==> config.mk <==
export PLATFORM = sky130hd
export DESIGN_NAME = hazard_int_ctrl
export DESIGN_NICKNAME = d
export VERILOG_FILES = /design/src/rtl/hazard_int_ctrl.sv
export SDC_FILE = /design/constraint.sdc
export NUM_CORES = 1
export LEC_CHECK = 0
export BUFFER_PORTS_ARGS = -buffer_cell sky130_fd_sc_hd__buf_4
export CELL_PAD_IN_SITES_DETAIL_PLACEMENT = 1
export CELL_PAD_IN_SITES_GLOBAL_PLACEMENT = 1
export CORE_ASPECT_RATIO = 1.25
export CORE_MARGIN = 2
export CORE_UTILIZATION = 32
export DETAILED_ROUTE_END_ITERATION = 16
export PLACE_DENSITY_LB_ADDON = 0.1
export SLEW_MARGIN = 10
export SYNTH_ARGS = -nofsm -noshare
export SYNTH_HDL_FRONTEND = slang
export SYNTH_SLANG_ARGS = --single-unit
==> constraint.sdc <==
create_clock -name clk -period 1.55 [get_ports clk]
set_input_delay 0.0775 -clock clk [delete_from_list [all_inputs] [get_ports clk]]
set_output_delay 0.0775 -clock clk [all_outputs]
set_load 0.02 [all_outputs]
==> src/rtl/hazard_int_ctrl.sv <==
// rtl/hazard_int_ctrl.sv - pipeline hazard stall/flush control with interrupt micro-op injection
module hazard_int_ctrl (
  input  logic       clk,
  input  logic       reset,
  input  logic [2:0] dec_rs,
  input  logic [2:0] dec_rd,
  input  logic       dec_uses_rs,
  input  logic       dec_uses_rd,
  input  logic [2:0] ex_rd,
  input  logic       ex_mem_read,
  input  logic       ex_branch_taken,
  input  logic       int1,
  input  logic       int2,
  output logic       stall_fetch,
  output logic       stall_decode,
  output logic       bubble_exec,
  output logic       flush_fd,
  output logic       int_inject,
  output logic [1:0] int_step,
  output logic       int1_out,
  output logic       int2_out,
  output logic       int_busy
);

  typedef enum logic [1:0] {
    IDLE     = 2'd0,
    PUSH_PC  = 2'd1,
    PUSH_CCR = 2'd2,
    JUMP     = 2'd3
  } state_t;

  state_t state;
  logic   pend1, pend2;
  logic   int1_q, int2_q;
  logic   src1, src2;

  logic   load_use;
  logic   in_idle;
  logic   entry;
  logic   rise1, rise2;

  // Hazard detection and interrupt entry qualification; only meaningful in IDLE
  always_comb begin
    load_use = ex_mem_read &&
               ((dec_uses_rs && (dec_rs == ex_rd)) ||
                (dec_uses_rd && (dec_rd == ex_rd)));
    in_idle  = (state == IDLE);
    entry    = in_idle && (pend1 || pend2) && !load_use && !ex_branch_taken;
    rise1    = int1 && !int1_q;
    rise2    = int2 && !int2_q;
  end

  // Injection sequencer, edge detectors, pending bits and latched source
  always_ff @(posedge clk or posedge reset) begin
    if (reset) begin
      state  <= IDLE;
      pend1  <= 1'b0;
      pend2  <= 1'b0;
      int1_q <= 1'b0;
      int2_q <= 1'b0;
      src1   <= 1'b0;
      src2   <= 1'b0;
    end else begin
      int1_q <= int1;
      int2_q <= int2;
      // A fresh edge arriving on the entry edge re-arms the bit being serviced
      pend1  <= rise1 || (pend1 && !(entry && pend1));
      pend2  <= rise2 || (pend2 && !(entry && !pend1));
      case (state)
        IDLE: begin
          if (entry) begin
            state <= PUSH_PC;
            src1  <= pend1;
            src2  <= !pend1;
          end
        end
        PUSH_PC:  state <= PUSH_CCR;
        PUSH_CCR: state <= JUMP;
        JUMP:     state <= IDLE;
        default:  state <= IDLE;
      endcase
    end
  end

  // Output decode; hazard response is same-cycle so these follow the live inputs
  always_comb begin
    stall_fetch  = 1'b0;
    stall_decode = 1'b0;
    bubble_exec  = 1'b0;
    flush_fd     = 1'b0;
    int_inject   = 1'b0;
    int_step     = 2'd0;
    int1_out     = 1'b0;
    int2_out     = 1'b0;
    int_busy     = 1'b0;
    if (!reset) begin
      if (in_idle) begin
        if (ex_branch_taken) begin
          flush_fd    = 1'b1;
          bubble_exec = 1'b1;
        end else if (load_use) begin
          stall_fetch  = 1'b1;
          stall_decode = 1'b1;
          bubble_exec  = 1'b1;
        end
      end else begin
        int_busy     = 1'b1;
        int_inject   = 1'b1;
        stall_fetch  = 1'b1;
        stall_decode = 1'b1;
        int1_out     = src1;
        int2_out     = src2;
        case (state)
          PUSH_PC:  int_step = 2'd0;
          PUSH_CCR: int_step = 2'd1;
          default: begin
            int_step = 2'd2;
            flush_fd = 1'b1;
          end
        endcase
      end
    end
  end

endmodule

-- Yosys cells after proc, flatten, opt, wreduce, memory -nomap -nowiden
Index checks and enable logic that the tools add are counted.
- flip-flop bits (word level): 8
- bits of input ports: 17
- equality and inequality tests: 6
- multiplexer cells: 22
- reductions and logical operators: 26
- operators with widths (cell ; number):
    $mux W1 ; 17
    $logic_and A1 B1 Y1 ; 12
    $pmux W2 S4 ; 1
    $logic_not A1 Y1 ; 7
    $eq A3 B3 Y1 ; 2
    $mux W2 ; 3
    $eq A2 B2 Y1 const B ; 2
    $logic_or A1 B1 Y1 ; 4
    $pmux W2 S2 ; 1
    $eq A2 B1 Y1 const B ; 1
    $logic_not A2 Y1 ; 1
    $ne A2 B1 Y1 const B ; 1
    $reduce_and A2 Y1 ; 1
    $reduce_or A2 Y1 ; 1

-- Longest topological paths before layout
- word-level depth: 11
- mapped depth: 7
- depth with buffers taken out: 6

-- Worst setup path before layout
Ideal clock, no wire load.
- kind: register to output
- start: register state[1]
- end: output port int1_out
- arrival: 1.406 ns
- required time: 1.472 ns
- slack: 0.066 ns
- cell stages (with the launch flop): 6
- path buffers: 1
- cells stage by stage: dfrtp_1 -> inv_1 -> ha_1 -> buf_2 -> nor2_1 -> and2_1
- cells in the longest elaborated chain, start to end: 3
- RTL lines (item ; line ; RTL):
    start: declaration ; 32 ; state_t state;
    start signal: assignment ; 56 ; state <= IDLE;
    start signal: assignment ; 72 ; state <= PUSH_PC;
    start signal: assignment ; 77 ; PUSH_PC: state <= PUSH_CCR;
    $logic_not A2 Y1 ; 47 ; in_idle = (state == IDLE);
    $mux W1 ; 97 ; if (in_idle) begin
    $mux W1 ; 96 ; if (!reset) begin
    end: declaration ; 20 ; output logic int1_out,
Every way passes these cells.

-- Final worst setup path
Same ends and word-level chain as after synthesis.

==> impl_results.md <==
* Status: finished clean
* CP Depth at 6
* Via density at approximately 5.1
* Delay-heaviest family, CP: buffers and inverters
* CTS tree: done
* Worst r2r src: state[0]
* Antenna violations before repair at 0
* Routed len/inst at 12.82 µm
* GRT Total Usage at 15.52%
* Vias at 582
* Number of diodes at 0
* Total congestion overflow at 0
* Horiz. Die Dim at 42.99 µm
* Layout cell share with drive strength beyond 1 at 47.92%
* Io pins at 27
* Post-synth cell types at 28
* Final-stage net count at 120
* R2R depth at 6
* Cell mode on critical path: buf_4
* Largest net degree at the start of global routing at 9
* Final period utilization at 94.19%
* PwrDens at ~1500 nW/µm²
* Commonest non-fill, non-tap cell in the layout: buf_4
* DRC violation total after the first TritonRoute iteration at 3
* CP peak stage delay at 390 ps
* Maximum VDD drop at 0.0007777 V
* Drt total wl at ~1500 µm
* Slew Viols, Final at 0
* Syn. warnings at 0
* Fin cells at 115
* Worst setup SP type: register
* Largest family of logic cells by synthesized area: compound AO/OA/AOI/OAI gates
* P_leak at 0.4343 nW
* Synthesized area at 608.1 µm²
* Post-route ant nets at 0
* Vias in the first global route at 608
* Skew-Pair Late Insertion Delay at 250 ps
* GPL Wtd Cong at just under 0.7
* Synthesized instance count at 63
* CP Data Required Time at 1470 ps
* Root buffer cell: clkbuf_4
* PortBufs at 26
* Critical Path Fanout Max at 7
* Placed Instances at 106
* Overall power at between 1 and 1.5 mW
* Layout area overhead at 50.00%
* Clk sinks at 8
* Register area share after synthesis at 32.92%
* Final hold vios at 0
* Commonest cells after routing, fill and taps aside: 30 x buf_4, 8 x dfrtp_1, 6 x xnor2_1
* Seq cells post-synth at 8
* Area taken by multi-input logic gates at 380.4 µm²
* Slew Limit Headroom at between 80 and 90%
* Worst-Margin Slew at 290.5 ps
* Filler cell count in the final layout at 214
* Setup violators final at 0
* Global-route wire length before repair at roughly 2600 µm
* # DRC at 0
* Post-Synth Adder-Cell Area at 10.29%
* CTS Buf Count at 3
* WP buf/inv at 3
* CP max stage cell: dfrtp_1
* Avg Inst Size Synth at a little under 10 µm²
* Clock Path Buffers at 2
* Fmax at roughly 0.68 GHz
* Num rows at 17
* HP Class: in -> reg
* Die area at 2267 µm²
* Die height at 52.74 µm
* Syn_nets at 85
* Post-synthesis simple-gate area fraction at 19.14%
* Max H-tree Level at 1
* 1st-pass router iterations at 2
* Worst Setup SP: state[1]
* Post-synthesis compound-gate area fraction at 20.78%
* Mux cell area share after synthesis at 0%
* Reg2reg end: state[0]
* Core area at 1787 µm²
* Initial Util at 34.03%
* Critical path data arrival time at 1380 ps
* Sequential cell area at approximately 200 µm²
* Post-route minimum period at roughly 1500 ps
* CP Capture Point: int1_out
* Max-cap viol count at 0
* Xor/xnor cell area share of the yosys netlist at 8.642%
* Crit-path cells: inv_2 -> ha_4 -> buf_4 -> nor2_4 -> and2_1 -> buf_4
* Detailed placement HPWL at 1139 µm
* CP Class: reg -> out
* Worst Skew at 3.018 ps
* Reg-to-reg slack, setup at about 260 ps
* Crit path capture type: primary output
* Clock slew at reported path FFs at 50 ps
area by class of cell:
| type | instances | area share, % |
|---|---|---|
| multi-input cells | 44 | 41.70 |
| repair buffers | 33 | 27.98 |
| flip-flops and latches | 8 | 21.95 |
| inverters | 8 | 3.292 |
| well taps | 19 | 2.606 |
| clock buffers | 3 | 2.469 |
how the worst min path moves through the flow:
stage	start	slack [ps]	endpoint	cells past startpoint
2_1_floorplan	reset	-110	int1_q	1
3_3_place_gp	reset	100	src1	2
3_5_place_dp	reset	100	state[0]	2
4_1_cts	ex_mem_read	200	src2	4
5_1_grt	ex_mem_read	240	src2	4
6_report	ex_mem_read	210	src2	4
kinds of logic (layout without fill, tap and decap cells):
kind of cell / after synthesis / in the layout
XOR/XNOR: 6 / 6
AO/OA/AOI/OAI: 12 / 12
adder cells (fa/ha/maj): 5 / 5
flip-flops: 8 / 8
buffers and inverters: 11 / 44
AND/OR/NAND/NOR: 21 / 21
repair_timing:
action                                 CTS  global route
endpoints found under the hold margin   10             0
resized for setup                        4             4
hold buffers                             3             0
setup endpoints to repair                6             6
buffers inserted                         2             1
Yosys cell counts, drive strengths merged:
cell | instances | share of area (%)
a32o | 1 | 1.6
a32oi | 1 | 1.4
a211oi | 2 | 3.3
a22o | 1 | 1.4
a21boi | 1 | 3.1
ha | 5 | 10
o22ai | 1 | 1.0
nor3 | 2 | 1.6
o21a | 1 | 1.2
buf | 3 | 3.3
o311ai | 1 | 2.7
a41oi | 1 | 2.7
nor2b | 2 | 2.1
xnor2 | 6 | 8.6
nor3b | 1 | 1.2
nand3 | 2 | 1.6
dfrtp | 8 | 33
and2 | 3 | 3.1
o21ai | 2 | 2.3
and4 | 2 | 3.5
and3 | 1 | 1.0
nand2 | 2 | 1.2
inv | 8 | 4.9
nor2 | 6 | 3.7
sequential cells by signal (all words and copies together), names as in the netlist:
name,cells
int1_q,1
int2_q,1
pend2,1
src2,1
pend1,1
src1,1
state,2
metal layers:
metal  vias to the layer above  share of wire [%]  global-route usage, %
li1                        282                  -                      -
met1                       272                 35                  15.43
met2                        22                 54                  27.78
met3                         6                7.1                  5.862
met4                         0                2.8                  8.081
met5                         -                  0                      0
worst register-to-register path, delay by kind of cell, from the launching register on:
family | cells | cell delay [ps]
AND/OR/NAND/NOR | 2 | 380
buffers and inverters | 2 | 200
flip-flops | 1 | 360
adder cells (fa/ha/maj) | 1 | 190
AO/OA/AOI/OAI | 1 | 50
per-stage QoR:
stage	hold slack, ps	setup WS, ps	cell area (µm²)	setup TNS [ps]	utilization, %
6_report	208.6	90.12	912.1	0	51.05
3_5_place_dp	98.07	167.8	814.5	0	45.59
5_1_grt	235.4	-3.869	912.1	-3.869	51.05
4_1_cts	198.0	0.9966	887.1	0	49.65
2_1_floorplan	-106.8	66.29	608.1	0	-
3_3_place_gp	99.52	212.9	814.5	0	45.59
power by group:
part	switching [mW]	leakage (nW)	internal [mW]
combinational	0.461	0.331	0.428
clock	0.0666	0.0138	0.0883
sequential	0.0547	0.0896	0.289
Power figures use the tool's default switching activity.
